[src/rtl/snn_spike_decoder.sv]
// Rate decoder for SNN output spikes: counts spikes per neuron over a WINDOW-cycle
// window and reports the argmax class. Optional counts_out port: SPKDEC_COUNTS_OUT_EN.
module snn_spike_decoder #(
  parameter int N_OUT  = 2,
  parameter int WINDOW = 64,
  parameter int CNT_W  = 8,
  localparam int CLS_W = $clog2(N_OUT)
) (
  input  logic                   clk,
  input  logic                   reset,
  input  logic [N_OUT-1:0]       spikes_in,
  input  logic                   start,
  output logic                   busy,
  output logic                   result_valid,
  input  logic                   result_ack,
  output logic [CLS_W-1:0]       result_class,
  output logic                   result_tie,
  output logic                   result_none,
`ifdef SPKDEC_COUNTS_OUT_EN
  output logic [N_OUT*CNT_W-1:0] counts_out,
`endif
  output logic [1:0]             state_dbg
);

  localparam int WIN_W = $clog2(WINDOW + 1);

  localparam logic [1:0] S_IDLE   = 2'd0;
  localparam logic [1:0] S_COUNT  = 2'd1;
  localparam logic [1:0] S_DECIDE = 2'd2;
  localparam logic [1:0] S_DONE   = 2'd3;

  // Handshake: result_valid rises one cycle after entering DONE and holds with all
  // result fields frozen; an edge with result_valid=1 and result_ack=1 retires it.
  logic [1:0]       state;
  logic [WIN_W-1:0] win_cnt;
  logic [CNT_W-1:0] cnt      [N_OUT];
  logic [CNT_W-1:0] cnt_next [N_OUT];

  logic [CNT_W-1:0] best;
  logic [CLS_W-1:0] best_idx;
  logic             best_tie;
  logic             best_none;

  assign state_dbg = state;

  always_comb begin
    for (int i = 0; i < N_OUT; i++) begin
      cnt_next[i] = cnt[i];
      if (spikes_in[i] && (cnt[i] != {CNT_W{1'b1}}))
        cnt_next[i] = cnt[i] + CNT_W'(1);
    end
  end

  // Strict '>' keeps the lowest index on ties.
  always_comb begin
    best     = cnt[0];
    best_idx = '0;
    best_tie = 1'b0;
    for (int i = 1; i < N_OUT; i++) begin
      if (cnt[i] > best) begin
        best     = cnt[i];
        best_idx = CLS_W'(i);
        best_tie = 1'b0;
      end else if (cnt[i] == best) begin
        best_tie = 1'b1;
      end
    end
    best_none = (best == '0);
    if (best_none)
      best_tie = 1'b0;
  end

  always_ff @(posedge clk) begin
    if (reset) begin
      state        <= S_IDLE;
      busy         <= 1'b0;
      result_valid <= 1'b0;
      result_class <= '0;
      result_tie   <= 1'b0;
      result_none  <= 1'b0;
      win_cnt      <= '0;
      for (int i = 0; i < N_OUT; i++) cnt[i] <= '0;
`ifdef SPKDEC_COUNTS_OUT_EN
      counts_out   <= '0;
`endif
    end else begin
      case (state)
        S_IDLE: begin
          if (start) begin
            state   <= S_COUNT;
            busy    <= 1'b1;
            win_cnt <= WIN_W'(WINDOW);
            for (int i = 0; i < N_OUT; i++) cnt[i] <= '0;
          end
        end
        S_COUNT: begin
          for (int i = 0; i < N_OUT; i++) cnt[i] <= cnt_next[i];
          win_cnt <= win_cnt - WIN_W'(1);
          if (win_cnt == WIN_W'(1))
            state <= S_DECIDE;
        end
        S_DECIDE: begin
          state        <= S_DONE;
          busy         <= 1'b0;
          result_class <= best_idx;
          result_tie   <= best_tie;
          result_none  <= best_none;
`ifdef SPKDEC_COUNTS_OUT_EN
          for (int i = 0; i < N_OUT; i++) counts_out[i*CNT_W +: CNT_W] <= cnt[i];
`endif
        end
        default: begin
          if (!result_valid) begin
            result_valid <= 1'b1;
          end else if (result_ack) begin
            result_valid <= 1'b0;
            if (start) begin
              state   <= S_COUNT;
              busy    <= 1'b1;
              win_cnt <= WIN_W'(WINDOW);
              for (int i = 0; i < N_OUT; i++) cnt[i] <= '0;
            end else begin
              state <= S_IDLE;
            end
          end
        end
      endcase
    end
  end

endmodule

[config.mk]
export PLATFORM = sky130hd
export DESIGN_NAME = snn_spike_decoder
export DESIGN_NICKNAME = d
export VERILOG_FILES = /design/src/rtl/snn_spike_decoder.sv
export SDC_FILE = /design/constraint.sdc
export NUM_CORES = 1
export LEC_CHECK = 0
export ABC_AREA = 0
export BUFFER_PORTS_ARGS = -buffer_cell sky130_fd_sc_hd__buf_2
export CORE_MARGIN = 2
export CORE_UTILIZATION = 55
export DETAILED_ROUTE_END_ITERATION = 7
export HOLD_SLACK_MARGIN = 0.02
export PLACE_DENSITY = 0.74
export SLEW_MARGIN = 20
export SYNTH_ARGS = -nofsm -noshare
export SYNTH_HDL_FRONTEND = slang
export SYNTH_SLANG_ARGS = --single-unit
[constraint.sdc]
create_clock -name clk -period 4.5 [get_ports clk]
set_clock_uncertainty 0.05 [all_clocks]
set_input_delay 0.225 -clock clk [delete_from_list [all_inputs] [get_ports clk]]
set_output_delay 0.225 -clock clk [all_outputs]
set_load 0.05 [all_outputs]
==> qor.txt <==
CELLS AND AREA
-----------------------------------------------------------------------------------------------------------------
Storage element area                                                                                      761 um2
Layout cell share with drive strength beyond 1                                                              10.1%
Most common cell after layout, fill and taps aside                                                         nor2_1
Syn-to-layout area delta                                                                                    8.11%
Final antenna diode count                                                                                       0
Top library cells by usage in the layout, fill and taps aside                                        nor2_1, ha_1, edfxtp_1
Fill count                                                                                                    268
Area of the multi-input gates                                                                             973 um2
Fin area                                                                                              0.00195 mm2
Nets                                                                                                          229

CLOCK NETWORK
-----------------------------------------------------------------------------------------------------------------
Library cell used as clock root buffer                                                                   clkbuf_4
Number of instances resized during post-cts repair                                                              0
Maximum level of the CTS H-tree                                                                                 2
Buffers inserted by post-CTS timing repair                                                                      0
Number of sinks driven by the clock tree                                                                       30
CTS max path bufs                                                                                               2
Clk Latency, worst-skew pair                                                                               330 ps
Clock buffers created by TritonCTS                                                                              5
CTS tree                                                                                                    built
Reg clk slew, reported paths                                                                                90 ps
CTS Hold Buffers Added                                                                                          0

LOGIC SYNTHESIS
-----------------------------------------------------------------------------------------------------------------
Mux contribution to synthesized area                                                                       0.554%
Post-synth cell types                                                                                          40
Total of warnings raised by yosys                                                                               0
Net count after synthesis                                                                                     215
Dominant combinational cell family by area after synthesis                                           simple AND/OR/NAND/NOR gates
Fraction of synthesized cell area in xor and xnor cells                                                     7.76%
Number of flip-flops and latches in the synthesized netlist                                                    30
Synthesized-area fraction occupied by ao, oa, aoi and oai cells                                             10.3%
Leading register cell type out of synthesis                                                              edfxtp_1
Gate Count Post-Synth                                                                                         193
FFs w/ async S/R, synth                                                                                        0%
Sequential fraction of the synthesis area                                                                   42.1%
Arithmetic-cell share of the synthesized area counting full adders, half adders and majority gates          11.1%
Number of enable flip-flop cells after synthesis                                                               16
Cell area after synthesis                                                                             0.00181 mm2
Fraction of the mapped netlist area in simple logic gates                                                   24.3%
Average cell area after synthesis                                                                        9.35 um2

TIMING
-----------------------------------------------------------------------------------------------------------------
Final setup fails                                                                                               0
Sum of negative setup slack                                                                                  0 ps
Minimum period implied by the final worst setup slack                                                     2640 ps
Setup WS post-layout                                                                                      1860 ps
Final Slew Violations                                                                                           0
Endpoints failing hold                                                                                          0
Hold slack                                                                                                 197 ps
Fmax                                                                                                      379 MHz
Setup repair after global routing missed its margin                                                            no
Actual transition at the worst max-transition pin                                                          732 ps
Final clock period utilization by the worst path                                                            58.6%
Max-slew headroom                                                                                           51.2%

WORST SETUP PATH
-----------------------------------------------------------------------------------------------------------------
Slowest-stage cell, CP                                                                                    a21oi_1
Nature of the critical path startpoint                                                                       flop
Peak fanout along the critical path                                                                            16
Cell-by-cell trace of the critical path                                                              ha_1 -> and3_1 -> nand2_1 -> nand3b_1 -> inv_1 -> a21oi_1
Data required time at the worst endpoint                                                                  4420 ps
Endpoint type of the worst setup path                                                                        flop
Max incr delay on CP                                                                                       610 ps
Critical path class                                                                                  flop to flop
Arr. time, crit path                                                                                      2550 ps

DIE
-----------------------------------------------------------------------------------------------------------------
Core footprint                                                                                        0.00308 mm2
Die outline width                                                                                         61.3 um
Number of cell rows                                                                                            20
Top-level port count                                                                                           13
DIE AREA                                                                                              0.00376 mm2
Starting Density                                                                                            58.7%
Die H                                                                                                     61.3 um

ROUTE
-----------------------------------------------------------------------------------------------------------------
DRC errors left                                                                                                 0
Post-detailed-routing wire length                                                                         3.66 mm
Antenna violation net count after detailed routing                                                              0
Number of DRC violations after detailed-routing iteration 0                                                   111
Via density                                                                                                  5.79
Via count of the routed design                                                                              1,458
Routed wire per std cell                                                                                  14.5 um
DRT Pass-1 Iters                                                                                                4

POWER AND IR DROP
-----------------------------------------------------------------------------------------------------------------
Peak ir drop on the vdd network                                                                        0.000399 V
Power density cells                                                                                    641 mW/mm2
Total power consumption of the routed design                                                              1.25 mW
Static leakage                                                                                           0.774 nW

GLOBAL ROUTING
-----------------------------------------------------------------------------------------------------------------
Number of antenna violations at the first check in global routing                                               0
Vias in the first global route                                                                              1,382
Global-route wire length before repair                                                                    6.14 mm
Total global routing overflow                                                                                   0
Total GRT Usage                                                                                             22.9%
Largest net degree at the start of global routing                                                              20

PLACEMENT
-----------------------------------------------------------------------------------------------------------------
Last weighted congestion value of the routability-driven placer                                             0.852
Placed standard-cell area                                                                             0.00190 mm2
Count of buffers inserted at the top-level ports                                                               12
Total half-perimeter wirelength after legalization and detailed placement                                 2.76 mm
Placement Setup Slack                                                                                     1880 ps

JOB
-----------------------------------------------------------------------------------------------------------------
Maximum Capacitance Violations                                                                                  0

WORST HOLD PATH
-----------------------------------------------------------------------------------------------------------------
Class of the tightest hold or removal check                                                          input port to flop

RUN STATUS
-----------------------------------------------------------------------------------------------------------------
Result of the run                                                                                       completed

-- flip-flops by register name, summed over array words and instances, names as in the netlist --
name          cells
result_none       1
busy              1
cnt              16
result_class      1
result_valid      1
win_cnt           7
state_dbg         2
result_tie        1
-- final timing paths --
| kind | startpoint | endpoint | slack, ps | cells after the start |
|---|---|---|---|---|
| worst max-delay path | state_dbg[1] | cnt[0][6] | 1860 | 6 |
| worst min-delay path | reset | state_dbg[0] | 200 | 2 |
| worst max register to register | state_dbg[1] | cnt[0][6] | 1860 | 6 |
| worst min register to register | result_class | result_class | 440 | 2 |
-- area by class of cell --
type                       instances  area share [%]
clock inverter                     2           0.449
inverter                          14            2.69
clock buffer                       6            2.12
sequential                        30            39.0
multi-input combinational        144            49.9
tap                               44            2.82
timing repair buffer              12            3.08
-- synth_stat cells, drive strengths merged, types with 4 or more instances --
| library cell | instances | area [um2] |
|---|---|---|
| nor2 | 29 | 109 |
| edfxtp | 16 | 480 |
| ha | 16 | 200 |
| dfxtp | 14 | 280 |
| inv | 14 | 52.6 |
| a21oi | 12 | 63.8 |
| xnor2 | 11 | 96.3 |
| nor3 | 10 | 50.1 |
| nand3 | 9 | 45.0 |
| nand2 | 6 | 22.5 |
| clkbuf | 5 | 18.8 |
| nor4 | 5 | 46.3 |
| xor2 | 5 | 43.8 |
| nand4 | 4 | 25.0 |
-- metal layers --
layer	part of all wire [%]	global-route usage, %	wire length [um]
met5	0	0	0
met3	5.4	6.72	198
met2	45	33.6	1660
met1	47	31.0	1730
met4	1.9	11.5	70
-- cells by family (layout without fill, tap and decap cells) --
kind of cell,Yosys count,count (layout)
compound gates,28,28
xor+xnor,16,16
fa+ha+maj,16,16
buf+inv,19,34
flops,30,30
mux,1,1
simple gates,83,83
-- worst max-delay path: cells and delay by family (launching register included) --
kind,cells,cell delay (ps)
simple gates,3,720
buf+inv,1,170
compound gates,1,610
fa+ha+maj,1,260
flops,1,440
-- power by group --
group          internal [mW]  leakage [nW]  switching (mW)
registers              0.393         0.290           0.111
clock network         0.0585        0.0297          0.0908
logic                  0.246         0.454           0.351
-- per-stage QoR --
step,utilization [%],std cells
floorplan,-,193
global placement,61.8,244
detailed placement,61.8,244
CTS,63.4,252
global route,63.4,252
finish,63.4,252
Power figures use the tool's default switching activity.
